[src/rtl/robo_paddle_pkg.sv]
// Shared definitions for the paddle controller: FSM encodings and playfield defaults.
// The defaults match the ball engine and renderer so all three agree on geometry.
package robo_paddle_pkg;

    typedef enum logic [1:0] {
        CENTER = 2'd0,
        WAIT   = 2'd1,
        TRACK  = 2'd2
    } robo_state_t;

    localparam int DEF_SCREENHEIGHT = 480;
    localparam int DEF_PADDLESIZE   = 48;
    localparam int SPEED_W          = 4;

endpackage

[src/rtl/robo_stepper.sv]
// Combinational step computation: dead-zone, accelerating no-overshoot step, playfield clamp.
// Pure logic, zero latency; no handshake, result is consumed on the frame strobe.
// Backpressure: none, outputs are always valid for the current inputs.
module robo_stepper
    import robo_paddle_pkg::*;
#(
    parameter int W            = 10,
    parameter int DEADZONE     = 2,
    parameter int MAXSTEP      = 4,
    parameter int PADDLESIZE   = DEF_PADDLESIZE,
    parameter int SCREENHEIGHT = DEF_SCREENHEIGHT
) (
    input  logic [W-1:0]       paddle_y,
    input  logic [W-1:0]       target,
    input  logic [SPEED_W-1:0] speed,
    input  logic               last_dir,
    output logic [W-1:0]       next_y,
    output logic [SPEED_W-1:0] next_speed,
    output logic               dir,
    output logic               moved
);

    localparam logic [W:0] LO = (W+1)'(PADDLESIZE / 2);
    localparam logic [W:0] HI = (W+1)'(SCREENHEIGHT - PADDLESIZE / 2);
    localparam logic [W:0] DZ = (W+1)'(DEADZONE);

    logic signed [W:0]   err;
    logic [W:0]          mag;
    logic [W:0]          step;
    logic [W:0]          raw;
    logic [W:0]          clamped;
    logic                up;
    logic [SPEED_W-1:0]  spd;

    always_comb begin
        err     = $signed({1'b0, target}) - $signed({1'b0, paddle_y});
        up      = ~err[W];
        mag     = err[W] ? $unsigned(-err) : $unsigned(err);
        // A reversal restarts acceleration from the slowest step.
        spd     = (up != last_dir) ? SPEED_W'(1) : speed;
        step    = ((W+1)'(spd) < mag) ? (W+1)'(spd) : mag;
        raw     = up ? ({1'b0, paddle_y} + step) : ({1'b0, paddle_y} - step);
        clamped = (raw < LO) ? LO : ((raw > HI) ? HI : raw);

        next_y     = paddle_y;
        next_speed = SPEED_W'(1);
        dir        = last_dir;
        moved      = 1'b0;
        if (mag > DZ) begin
            next_y     = clamped[W-1:0];
            next_speed = (spd >= SPEED_W'(MAXSTEP)) ? SPEED_W'(MAXSTEP) : spd + 1'b1;
            dir        = up;
            moved      = (clamped[W-1:0] != paddle_y);
        end
    end

endmodule

[src/rtl/robo_paddle.sv]
// AI opponent paddle: CENTER/WAIT/TRACK FSM with reaction delay, stepping once per frame strobe.
// Latency: outputs update one clk after a sampling edge with advance=1 and enable=1.
// Backpressure: none; enable=0 freezes every register and advance is ignored.
module robo_paddle
    import robo_paddle_pkg::*;
#(
    parameter int W            = 10,
    parameter int SCREENHEIGHT = DEF_SCREENHEIGHT,
    parameter int PADDLESIZE   = DEF_PADDLESIZE,
    parameter int MAXSTEP      = 4,
    parameter int DEADZONE     = 2,
    parameter int REACTION     = 4
) (
    input  logic         clk,
    input  logic         reset,
    input  logic         advance,
    input  logic         enable,
    input  logic         approaching,
    input  logic [W-1:0] ball_y,
    output logic [W-1:0] paddle_y,
    output logic         moving,
    output logic         tracking
);

    localparam int           RW  = (REACTION < 2) ? 1 : $clog2(REACTION);
    localparam logic [W-1:0] MID = W'(SCREENHEIGHT / 2);

    robo_state_t        state, state_nx;
    logic [SPEED_W-1:0] speed, speed_in, speed_nx, step_speed;
    logic               last_dir, dir_nx, step_dir, step_moved;
    logic [RW-1:0]      react_cnt, react_nx;
    logic [W-1:0]       target, step_y, paddle_nx;
    logic               moving_nx;

    always_ff @(posedge clk or posedge reset) begin
        if (reset) begin
            state     <= CENTER;
            speed     <= SPEED_W'(1);
            last_dir  <= 1'b0;
            react_cnt <= '0;
            paddle_y  <= MID;
            moving    <= 1'b0;
            tracking  <= 1'b0;
        end else if (advance && enable) begin
            state     <= state_nx;
            speed     <= speed_nx;
            last_dir  <= dir_nx;
            react_cnt <= react_nx;
            paddle_y  <= paddle_nx;
            moving    <= moving_nx;
            tracking  <= (state_nx == TRACK);
        end
    end

    always_comb begin
        state_nx = state;
        react_nx = react_cnt;
        case (state)
            CENTER: begin
                if (approaching) begin
                    if (REACTION == 0) begin
                        state_nx = TRACK;
                    end else begin
                        state_nx = WAIT;
                        react_nx = RW'(REACTION - 1);
                    end
                end
            end
            WAIT: begin
                if (!approaching)          state_nx = CENTER;
                else if (react_cnt == '0)  state_nx = TRACK;
                else                       react_nx = react_cnt - 1'b1;
            end
            TRACK: begin
                if (!approaching) state_nx = CENTER;
            end
            default: state_nx = CENTER;
        endcase

        // The step always uses the state being entered this frame.
        target   = (state_nx == TRACK) ? ball_y : MID;
        speed_in = (state_nx != state) ? SPEED_W'(1) : speed;

        if (state_nx == WAIT) begin
            paddle_nx = paddle_y;
            speed_nx  = speed_in;
            dir_nx    = last_dir;
            moving_nx = 1'b0;
        end else begin
            paddle_nx = step_y;
            speed_nx  = step_speed;
            dir_nx    = step_dir;
            moving_nx = step_moved;
        end
    end

    robo_stepper #(
        .W            (W),
        .DEADZONE     (DEADZONE),
        .MAXSTEP      (MAXSTEP),
        .PADDLESIZE   (PADDLESIZE),
        .SCREENHEIGHT (SCREENHEIGHT)
    ) u_stepper (
        .paddle_y   (paddle_y),
        .target     (target),
        .speed      (speed_in),
        .last_dir   (last_dir),
        .next_y     (step_y),
        .next_speed (step_speed),
        .dir        (step_dir),
        .moved      (step_moved)
    );

endmodule

[config.mk]
export PLATFORM = sky130hd
export DESIGN_NAME = robo_paddle
export DESIGN_NICKNAME = d
export VERILOG_FILES = /design/src/rtl/robo_paddle_pkg.sv /design/src/rtl/robo_stepper.sv /design/src/rtl/robo_paddle.sv
export SDC_FILE = /design/constraint.sdc
export NUM_CORES = 1
export LEC_CHECK = 0
export ABC_CLOCK_PERIOD_IN_PS = 9000
export BUFFER_PORTS_ARGS = -buffer_cell sky130_fd_sc_hd__buf_2
export CAP_MARGIN = 20
export CORE_ASPECT_RATIO = 2
export CORE_MARGIN = 2
export CORE_UTILIZATION = 60
export CTS_CLUSTER_DIAMETER = 150
export DETAILED_ROUTE_END_ITERATION = 6
export PLACE_DENSITY = 0.8
export SLEW_MARGIN = 20
export SYNTH_ARGS = -nofsm -noshare
export SYNTH_HDL_FRONTEND = slang
export SYNTH_HIERARCHICAL = 1
export SYNTH_SLANG_ARGS = --single-unit
[constraint.sdc]
create_clock -name clk -period 9 [get_ports clk]
set_input_delay 0.45 -clock clk [delete_from_list [all_inputs] [get_ports clk]]
set_output_delay 0.45 -clock clk [all_outputs]
set_load 0.01 [all_outputs]
### After elaboration in Yosys (flattened, before gate mapping)

Cells that the tools add are included.

* register bits after elaboration: 21
* bits in latches: 0
* memory bits (writable): 0
* bits in read-only memories: 0
* input bits: 15
* output and inout port bits: 12
* memories: 0

* $add $sub $neg: 6
* $mul: 0
* divide/modulo/power cells: 0
* order comparisons: 5
* eq/ne operators: 10
* shift-type cells: 0
* multiplexer cells: 22
* bitwise logic cells: 2
* reduce and logical (&&, ||, !) cells: 6

Operators by type and width (count)
* $mux 11: 3
* $mux 10: 3
* $mux 4: 5
* $mux 2: 7
* $add 10x11->11: 1
* $gt 11x2->1 const B: 1
* $gt 11x9->1 const B: 1
* $lt 11x5->1 const B: 1
* $lt 4x11->1: 1
* $neg 11->11: 1
* $sub 10x10->11: 1
* $sub 10x11->11: 1
* $ne 10x10->1: 1
* $ne 2x2->1 const B: 3
* $pmux 2 s3: 1
* $reduce_and 5->1: 1
* $add 4x1->4 const B: 1
* $eq 2x1->1 const B: 2
* $eq 2x2->1 const B: 2
* $ge 4x3->1 const B: 1
* $logic_not 2->1: 2
* $pmux 2 s2: 1
* $reduce_and 3->1: 1
* $mux 1: 2
* 6 further kinds: 7

### Longest topological paths before layout

Gate-level depths: netlist of the first run.

* word-level depth: 20
* gate-level depth with buffers: 44
* gate-level depth less buffers: 41

### By module

Netlist of the first run, hierarchy kept.

By module, submodules not included
* robo_stepper: times used 1, cells each 347, area each 2262.2 µm²
* robo_paddle: times used 1, cells each 80, area each 1018.5 µm²

### Least setup slack after synthesis of the first run

No wires, ideal clock.

* path type: register to register
* start point: register react_cnt[0]
* end point: register moving
* arrival: 7.880 ns
* required time: 8.879 ns
* setup slack: 0.999 ns
* cell stages (with the launch flop): 42
* path buffers: 3
* cell sequence: dfrtp_1 -> inv_1 -> ha_1 -> nand3b_1 -> a21boi_1 -> clkbuf_1 -> and2_1 -> inv_1 -> ha_1 -> fa_1 -> nand2b_1 -> a21oi_1 -> o21ai_0 -> nand2_1 -> clkbuf_1 -> nor2_1 -> xor2_1 -> ha_1 -> (+6 left out) -> inv_1 -> ha_1 -> nor2_1 -> xnor2_1 -> ha_1 -> nor2b_1 -> o2111ai_1 -> a21bo_2 -> a21oi_1 -> xor2_1 -> nand3_1 -> o21ai_0 -> nor2_1 -> mux2i_1 -> nand2b_1 -> xnor2_1 -> a41oi_1 -> a22o_1

* longest elaborated chain between the ends: 20
* elaborated cells between the ends (all ways): 28

Ends and longest elaborated chain
* start: declaration: line robo_paddle.sv:31 `logic [RW-1:0] react_cnt, react_nx;`
* start signal: assignment: line robo_paddle.sv:48 `react_cnt <= react_nx;`
* $logic_not 2->1 *: line robo_paddle.sv:71 `else if (react_cnt == '0) state_nx = TRACK;`
* $mux 2 *: line robo_paddle.sv:71
* $mux 2 *: line robo_paddle.sv:70 `if (!approaching) state_nx = CENTER;`
* $pmux 2 s3 *: line robo_paddle.sv:58 `case (state)`
* $eq 2x2->1 *: line robo_paddle.sv:81 `target = (state_nx == TRACK) ? ball_y : MID;`
* $mux 10 *: line robo_paddle.sv:81
* net target[0]: line robo_paddle.sv:32 `logic [W-1:0] target, step_y, paddle_nx;`
* $sub 10x10->11 *: line robo_stepper.sv:36 `err = $signed({1'b0, target}) - $signed({1'b0, paddle_y});`
* branches (longest 11 deep; another with $neg 11->11)
* $mux 1 *: line robo_stepper.sv:49 `if (mag > DZ) begin`
* net step_moved: line robo_paddle.sv:30 `logic last_dir, dir_nx, step_dir, step_moved;`
* $mux 1 *: line robo_paddle.sv:84 `if (state_nx == WAIT) begin`
* end signal: assignment: line robo_paddle.sv:50 `moving <= moving_nx;`
* end: declaration: line robo_paddle.sv:21 `output logic moving,`

Mark *: on every way through the listed nets, which the timed path passes.
A chain may end at the register's enable or synchronous reset.

### Worst setup path in the final report of the first run

* start point: register react_cnt[0]
* end point: register paddle_y[3]

* longest elaborated chain between the ends: 17
* elaborated cells between the ends (all ways): 27

Ends and longest elaborated chain
* $logic_not 2->1 *: line robo_paddle.sv:71
* $mux 2 *: line robo_paddle.sv:71
* $mux 2 *: line robo_paddle.sv:70
* $pmux 2 s3 *: line robo_paddle.sv:58
* $eq 2x2->1 *: line robo_paddle.sv:81
* $mux 10 *: line robo_paddle.sv:81
* net target[0]: line robo_paddle.sv:32
* $sub 10x10->11 *: line robo_stepper.sv:36
* branches (longest 10 deep; another with $neg 11->11)
* end signal: assignment: line robo_paddle.sv:49 `paddle_y <= paddle_nx;`
* end: declaration: line robo_paddle.sv:20 `output logic [W-1:0] paddle_y,`

Marked as above.

==> run summary, run 1 <==
remaining global-route overflow -> 0
CP Launch Point -> react_cnt[0]
final RePlAce weighted congestion -> 0.977
CP endpoint kind -> flop
FF+latch count, synth -> 21
Worst R2R Setup Slack -> 0.59 ns
Nets -> 497
Starting Density -> 0.611
CP endpoint -> paddle_y[3]
library cells used by synthesis -> 70
DR WL met3 -> 527 um
fin crit share -> 0.934
clock root cell -> clkbuf_8
Yosys warning count -> 6
Crit Path Max Fanout -> 11
WP data arrival -> 8.58 ns
Seq/Total Area, Yosys -> 0.162
Worst R2R Path Depth -> 40
Top Metal Used -> met4
Rows -> 38
Crit path largest cell delay -> 0.65 ns
register area -> 532 um2
Pre-antenna DRT Iters -> 5
EDFF count, synth -> 0
clk slew on worst S/H paths -> 0.09 ns
Worst slew margin -> 0.373
Top Ports -> 27
CTS Buffer Depth -> 2
largest net degree at the start of global routing -> 22
Max Slew Vio Count -> 0
die area -> 6110 um2
FMAX -> 0.119 GHz
routed wire length -> 10.2 mm
Most used DFF post-synth -> dfrtp_1
Hold WS -> 0.371 ns
worst-skew pair later-pin latency -> 0.28 ns
# H-tree levels -> 1
CTS Buf Count -> 3
Tot GR Track Use -> 0.339
area grow syn2layout -> 8.89%
Antenna Nets Post-Route -> 0
worst r2r src -> react_cnt[0]
Remaining DRCs -> 0
CP max stage cell -> a2111oi_0
cell mode on critical path -> ha_1
Mapped Area -> 3280 um2
CP Launch Type -> flop
PortBufs -> 26
CP Class -> reg -> reg
Mean Syn Cell Area -> 7.68 um2
initial antenna violation count -> 0
drt wl/cell -> 19.9 um
Tmin final -> 8.41 ns
Syn Inst Count -> 427
worst hold-check path type -> in -> async
met1 wire length -> 3.51 mm
first-pass GRT wire length -> 16.1 mm
vias in the first global route -> 3,402
CTS tree -> yes
layout cell share with drive strength beyond 1 -> 0.181
1st-iter DRT viols -> 305
Routed met2 length -> 5.27 mm
final hold violations -> 0
Net Count, Synth -> 471
Critical Path RT -> 9.17 ns
most frequent cells in the layout -> 44 x nor2_1, 35 x inv_1, 31 x nand2_1, 27 x ha_1
Slew @ Worst Pin -> 0.940 ns
DR vias -> 3,432
die height -> 109 um
max-cap check violation count -> 0
ant diodes -> 0
RR Endpoint -> paddle_y[3]
Synth async-reset ratio -> 1.00
most common cell after layout, fill and taps aside -> nor2_1
Final Setup Violations -> 0
# fillers -> 482
Core Area -> 5370 um2
post-DP HPWL -> 8.01 mm
multi-input logic area -> 2580 um2
skew final -> 0.00688 ns
Die X -> 56.3 um
status -> complete, no violations
Via density -> 6.70
CTS Sinks -> 21
[per-stage QoR]
| step | cells | cell area, um2 | setup slack (ns) | utilization | setup TNS [ns] |
|---|---|---|---|---|---|
| final | 512 | 3570 | 0.592 | 0.665 | 0 |
| after detailed placement | 506 | 3460 | 0.250 | 0.644 | 0 |
| after global placement | 506 | 3460 | 0.561 | 0.644 | 0 |
| after floorplan | 427 | 3280 | 0.999 | - | 0 |
| after CTS | 510 | 3510 | 0.226 | 0.653 | 0 |
| after global routing | 512 | 3570 | -0.104 | 0.665 | -0.105 |
[cell families after synthesis]
group,Yosys count,share of synthesized area
simple gates,157,0.242
compound gates,122,0.267
buf+inv,50,0.0656
fa+ha+maj,29,0.115
xor+xnor,24,0.0641
mux,23,0.0828
flops,21,0.162
other cells,1,0.00114
[cells in the mapped netlist, types with 3 or more instances]
library cell	number	area [um2]
dfstp_2	5	131
nand4_1	3	18.8
xor2_1	8	70.1
a41oi_1	3	26.3
inv_1	35	131
clkbuf_1	11	41.3
nor2_1	45	169
a31oi_1	3	18.8
mux2i_1	5	50.1
mux2_2	13	146
o31ai_1	6	45.0
nor3_1	11	55.1
nand2_1	32	120
nand3b_1	3	22.5
nand2b_1	11	68.8
o21ai_0	26	130
a21o_1	3	22.5
o211ai_1	6	45.0
xnor2_1	16	140
o22ai_1	3	18.8
dfrtp_1	16	400
a21oi_1	28	140
ha_1	27	338
a311oi_1	5	43.8
o21a_1	4	30.0
a211oi_1	5	37.5
or3_1	5	31.3
a22o_1	4	35.0
nor2b_1	6	37.5
mux2_4	5	75.1
and2_1	15	93.8
nand3_1	11	55.1
[worst min path at each step]
stage | start | to | cells past startpoint
after floorplan | reset | last_dir | 1
after global placement | speed[0] | speed[0] | 2
after detailed placement | speed[1] | speed[1] | 1
after CTS | reset | paddle_y[0] | 2
after global routing | reset | paddle_y[3] | 2
final | reset | moving | 2
[worst max-delay path, delay by kind of cell, from the launching register on]
kind,cells,cell delay [ns]
and+or+nand+nor,10,1.38
xor gates and xnor gates,1,0.33
muxes,4,0.97
buffers and inverters,7,0.89
AOI/OAI and AO/OA,12,2.69
adders and majority gates,6,1.67
DFF,1,0.39
[layer usage]
layer,global-route usage,vias up
met5,0,-
met4,0.279,0
met3,0.0395,66
met2,0.624,184
met1,0.328,1585
li1,-,1597
[registers in the layout, summed over array words and instances (netlist names)]
name and flops:
tracking 1, speed 4, paddle_y 10, last_dir 1, state 2, react_cnt 2
moving 1
[timing repair]
action                                  CTS  global route
hold endpoints to repair                  0             0
endpoints found under the setup margin    0             9
resized for setup                         0            10
hold buffers                              0             0
buffers inserted                          0             2
[area by class of cell]
type | count | area share
Multi-Input combinational cell | 356 | 0.723
Clock buffer | 3 | 0.0116
Tap cell | 60 | 0.0210
Clock inverter | 1 | 0.00140
Inverter | 35 | 0.0368
Timing Repair Buffer | 36 | 0.0574
Sequential cell | 21 | 0.149
Power of run 1 is left out: the tool's default activity adds up to more than one toggle a clock period on the data nets, which glitch-free logic cannot reach.
==> run 2, diff against run 1 <==
--- a/config.mk
+++ b/config.mk
@@ -8,12 +8,14 @@
 export ABC_CLOCK_PERIOD_IN_PS = 9000
 export BUFFER_PORTS_ARGS = -buffer_cell sky130_fd_sc_hd__buf_2
 export CAP_MARGIN = 20
+export CELL_PAD_IN_SITES_DETAIL_PLACEMENT = 0
+export CELL_PAD_IN_SITES_GLOBAL_PLACEMENT = 1
 export CORE_ASPECT_RATIO = 2
-export CORE_MARGIN = 2
-export CORE_UTILIZATION = 60
+export CORE_MARGIN = 5
+export CORE_UTILIZATION = 46
 export CTS_CLUSTER_DIAMETER = 150
 export DETAILED_ROUTE_END_ITERATION = 6
-export PLACE_DENSITY = 0.8
+export PLACE_DENSITY_LB_ADDON = 0.1
 export SLEW_MARGIN = 20
 export SYNTH_ARGS = -nofsm -noshare
 export SYNTH_HDL_FRONTEND = slang
==> run summary, run 2 (synthesis gave the netlist of run 1 again) <==
worst hold-check path type -> in -> async
Antenna Nets Post-Route -> 0
status -> complete, no violations
area grow syn2layout -> 11.0%
die area -> 9020 um2
Pre-antenna DRT Iters -> 5
most frequent cells in the layout -> 44 x nor2_1, 35 x inv_1, 32 x nand2_1, 27 x ha_1, 27 x a21oi_1
Nets -> 498
CTS tree -> yes
ant diodes -> 0
final RePlAce weighted congestion -> 0.930
largest net degree at the start of global routing -> 22
Tmin final -> 8.39 ns
Rows -> 43
PortBufs -> 26
Post-Place Setup Slack -> 0.365 ns
WP data arrival -> 8.55 ns
FMAX -> 0.119 GHz
fin crit share -> 0.932
drt wl/cell -> 19.2 um
initial antenna violation count -> 0
Placed Cells -> 537
Critical Path RT -> 9.16 ns
final worst-path setup slack -> 0.609 ns
vias in the first global route -> 3,301
Final Setup Violations -> 0
final core utilization -> 0.525
post-DP HPWL -> 8.68 mm
Slew @ Worst Pin -> 0.884 ns
WP buf/inv -> 5
non-filler cells, final -> 543
Tot GR Track Use -> 0.233
Top Registers -> paddle_y x10, speed x4
Max Slew Vio Count -> 0
remaining global-route overflow -> 0
CTS Buffer Depth -> 2
met2 usage -> 0.461
Starting Density -> 0.473
Largest register FFs -> 10
hold buffer count at CTS -> 0
Crit Path Max Fanout -> 12
# fillers -> 696
final hold violations -> 0
die height -> 129 um
# H-tree levels -> 1
first-pass GRT wire length -> 16.5 mm
worst-skew pair later-pin latency -> 0.26 ns
skew final -> 0.00770 ns
Crit path largest cell delay -> 0.45 ns
CP Class -> reg -> reg
Core Area -> 6940 um2
Via density -> 6.01
DR vias -> 3,262
unrepaired setup endpoints after global routing -> no
CP Launch Type -> flop
Largest Register -> paddle_y
CP max stage cell -> a2111oi_0
Top Ports -> 27
CTS Sinks -> 21
1st-iter DRT viols -> 154
grt met1 use -> 0.218
CP delay by family, top -> compound AO/OA/AOI/OAI gates
cell mode on critical path -> ha_1
most common cell after layout, fill and taps aside -> nor2_1
layout cell share with drive strength beyond 1 -> 0.179
clock root cell -> clkbuf_16
M3 GR Usage -> 0.0272
Die X -> 69.7 um
CTS Buf Count -> 3
busiest grt layer -> met2
max-cap check violation count -> 0
clk slew on worst S/H paths -> 0.06 ns
Worst slew margin -> 0.410
routed wire length -> 10.4 mm
Remaining DRCs -> 0
CP endpoint kind -> flop
setup TNS -> 0 ns
-- run 2: changes by cell type in the layout (fill, tap and decap cells not counted), moves of 2 or more --
| cell | delta |
|---|---|
| clkbuf_16 | +3 |
| clkbuf_8 | -3 |
| xnor2_2 | -2 |
| xnor2_1 | +2 |
-- run 2: worst reg2reg max path, delay by kind of cell, from the launching register on --
| family | cells | cell delay, ns |
|---|---|---|
| XOR/XNOR | 1 | 0.26 |
| adder cells (fa/ha/maj) | 6 | 1.63 |
| buffers and inverters | 5 | 0.59 |
| flip-flops | 1 | 0.38 |
| AO/OA/AOI/OAI | 20 | 3.65 |
| multiplexers | 1 | 0.26 |
| AND/OR/NAND/NOR | 8 | 1.51 |
-- run 2: area by class of cell --
cell class                      count  area [um2]  share of cell area
Clock buffer                        3        75.1              0.0206
Clock inverter                      1        5.00             0.00137
Inverter                           35         131              0.0361
Multi-Input combinational cell    356        2570               0.707
Sequential cell                    21         532               0.146
Tap cell                           90         113              0.0309
Timing Repair Buffer               37         213              0.0584
-- run 2: worst paths after layout --
| check | from | to | slack (ns) | cells past startpoint |
|---|---|---|---|---|
| worst max-delay path | react_cnt[0] | moving | 0.61 | 41 |
| worst min-delay path | reset | paddle_y[0] | 0.37 | 2 |
| worst max register to register | react_cnt[0] | moving | 0.61 | 41 |
| worst min register to register | speed[0] | speed[0] | 0.50 | 2 |
| max in group asynchronous | reset | state[0] | 8.09 | 2 |
| min in group clk | speed[0] | speed[0] | 0.50 | 2 |
-- run 2: repair_timing --
action                                 4_1_cts  5_1_grt
setup buffers                                0        2
gates resized for setup                      0        9
endpoints found under the hold margin        0        0
setup endpoints to repair                    0        6
-- run 2: layer usage --
metal	part of all wire	wire, um
met5	0	0
met4	0.057	593
met3	0.027	278
met2	0.56	5870
met1	0.35	3690
-- run 2: per-stage QoR --
stage	hold WS (ns)	instance area [um2]
6_report	0.367	3640
5_1_grt	0.447	3640
4_1_cts	0.403	3590
3_5_place_dp	0.482	3510
3_3_place_gp	0.477	3510
2_1_floorplan	0.423	3280
Power of run 2 is left out for the same reason.
==> run 3, diff against run 2 <==
--- a/config.mk
+++ b/config.mk
@@ -16,6 +16,7 @@
 export CTS_CLUSTER_DIAMETER = 150
 export DETAILED_ROUTE_END_ITERATION = 6
 export PLACE_DENSITY_LB_ADDON = 0.1
+export RECOVER_POWER = 50
 export SLEW_MARGIN = 20
 export SYNTH_ARGS = -nofsm -noshare
 export SYNTH_HDL_FRONTEND = slang
==> run summary, run 3 (synthesis gave the netlist of run 1 again) <==
status -> complete, no violations
Tot GR Track Use -> 0.233
RR Endpoint -> moving
final core utilization -> 0.524
die height -> 129 um
Tmin final -> 8.34 ns
busiest grt layer -> met2
PortBufs -> 26
Crit path largest cell delay -> 0.44 ns
Top Ports -> 27
worst-skew pair later-pin latency -> 0.26 ns
post-DP HPWL -> 8.68 mm
Starting Density -> 0.473
vias in the first global route -> 3,301
worst hold-check path type -> in -> async
Remaining DRCs -> 0
CP Launch Type -> flop
setup TNS -> 0 ns
Pre-antenna DRT Iters -> 5
Core Area -> 6940 um2
layout cell share with drive strength beyond 1 -> 0.168
WP data arrival -> 8.50 ns
# fillers -> 696
drt wl/cell -> 19.2 um
Largest register FFs -> 10
clock root cell -> clkbuf_16
Crit Path Max Fanout -> 12
Via density -> 6.02
CP max stage cell -> a2111oi_0
Antenna Nets Post-Route -> 0
Nets -> 498
Top Registers -> paddle_y x10, speed x4
area grow syn2layout -> 10.8%
hold buffer count at CTS -> 0
grt met1 use -> 0.218
non-filler cells, final -> 543
Worst R2R Setup Slack -> 0.66 ns
Worst R2R Path Depth -> 41
skew final -> 0.00796 ns
die area -> 9020 um2
routed wire length -> 10.4 mm
FMAX -> 0.120 GHz
max-cap check violation count -> 0
cell mode on critical path -> ha_1
CTS Buffer Depth -> 2
Placed Cells -> 537
worst r2r src -> react_cnt[0]
Critical Path RT -> 9.16 ns
clk slew on worst S/H paths -> 0.06 ns
CP Class -> reg -> reg
final RePlAce weighted congestion -> 0.930
first-pass GRT wire length -> 16.5 mm
CTS Sinks -> 21
Slew @ Worst Pin -> 0.884 ns
remaining global-route overflow -> 0
DR vias -> 3,271
dpl cell area -> 3510 um2
Rows -> 43
fin crit share -> 0.927
Largest Register -> paddle_y
Max Slew Vio Count -> 0
1st-iter DRT viols -> 154
Die X -> 69.7 um
CTS tree -> yes
# H-tree levels -> 1
CP endpoint kind -> flop
final hold violations -> 0
most frequent cells in the layout -> 44 x nor2_1, 35 x inv_1, 33 x nand2_1, 27 x ha_1, 27 x a21oi_1
largest net degree at the start of global routing -> 22
CTS Buf Count -> 3
most common cell after layout, fill and taps aside -> nor2_1
Worst slew margin -> 0.410
initial antenna violation count -> 0
unrepaired setup endpoints after global routing -> no
ant diodes -> 0
Final Setup Violations -> 0
Design Area, Final -> 3630 um2
met2 usage -> 0.461
M3 GR Usage -> 0.0272
[run 3: changes by cell type in the layout (fill, tap and decap cells not counted)]
cell and delta:
buf_2 -4, clkbuf_1 +4, nand2_1 +1, nand2_2 -1
[run 3: worst max path at each step]
stage | end | from | slack, ns | cells after the start
6_report | moving | react_cnt[0] | 0.66 | 41
4_1_cts | moving | react_cnt[0] | 0.37 | 41
2_1_floorplan | moving | react_cnt[0] | 1.0 | 41
5_1_grt | moving | react_cnt[0] | 0.02 | 41
3_5_place_dp | moving | react_cnt[0] | 0.37 | 41
3_3_place_gp | moving | react_cnt[0] | 0.71 | 39
[run 3: layout make-up]
class                           instances  area (um2)  share of cell area
Timing Repair Buffer                   37         208              0.0571
Inverter                               35         131              0.0361
Clock buffer                            3        75.1              0.0207
Multi-Input combinational cell        356        2570               0.707
Clock inverter                          1        5.00             0.00138
Sequential cell                        21         532               0.146
Tap cell                               90         113              0.0310
[run 3: metal layers]
| layer | vias up | routed length [um] | share of wire |
|---|---|---|---|
| met1 | 1547 | 3670 | 0.35 |
| met3 | 35 | 290 | 0.028 |
| met5 | - | 0 | 0 |
| li1 | 1603 | - | - |
| met2 | 86 | 5880 | 0.56 |
| met4 | 0 | 593 | 0.057 |
[run 3: repair_timing]
| action | CTS | global route |
|---|---|---|
| gates resized for setup | 0 | 9 |
| hold endpoints to repair | 0 | 0 |
| setup endpoints to repair | 0 | 6 |
| buffers inserted | 0 | 2 |
[run 3: stage by stage]
stage / setup WS (ns) / hold slack, ns
after floorplan: 0.999 / 0.423
after global placement: 0.706 / 0.477
after detailed placement: 0.365 / 0.482
after CTS: 0.375 / 0.403
after global routing: 0.0209 / 0.447
final: 0.658 / 0.367
[run 3: worst max-delay path, delay by kind of cell, from the launching register on]
| family | cells | cell delay, ns |
|---|---|---|
| AOI/OAI and AO/OA | 20 | 3.64 |
| adders and majority gates | 6 | 1.61 |
| and+or+nand+nor | 8 | 1.49 |
| xor gates and xnor gates | 1 | 0.26 |
| muxes | 1 | 0.26 |
| buffers and inverters | 5 | 0.58 |
| DFF | 1 | 0.38 |
Power of run 3 is left out for the same reason.
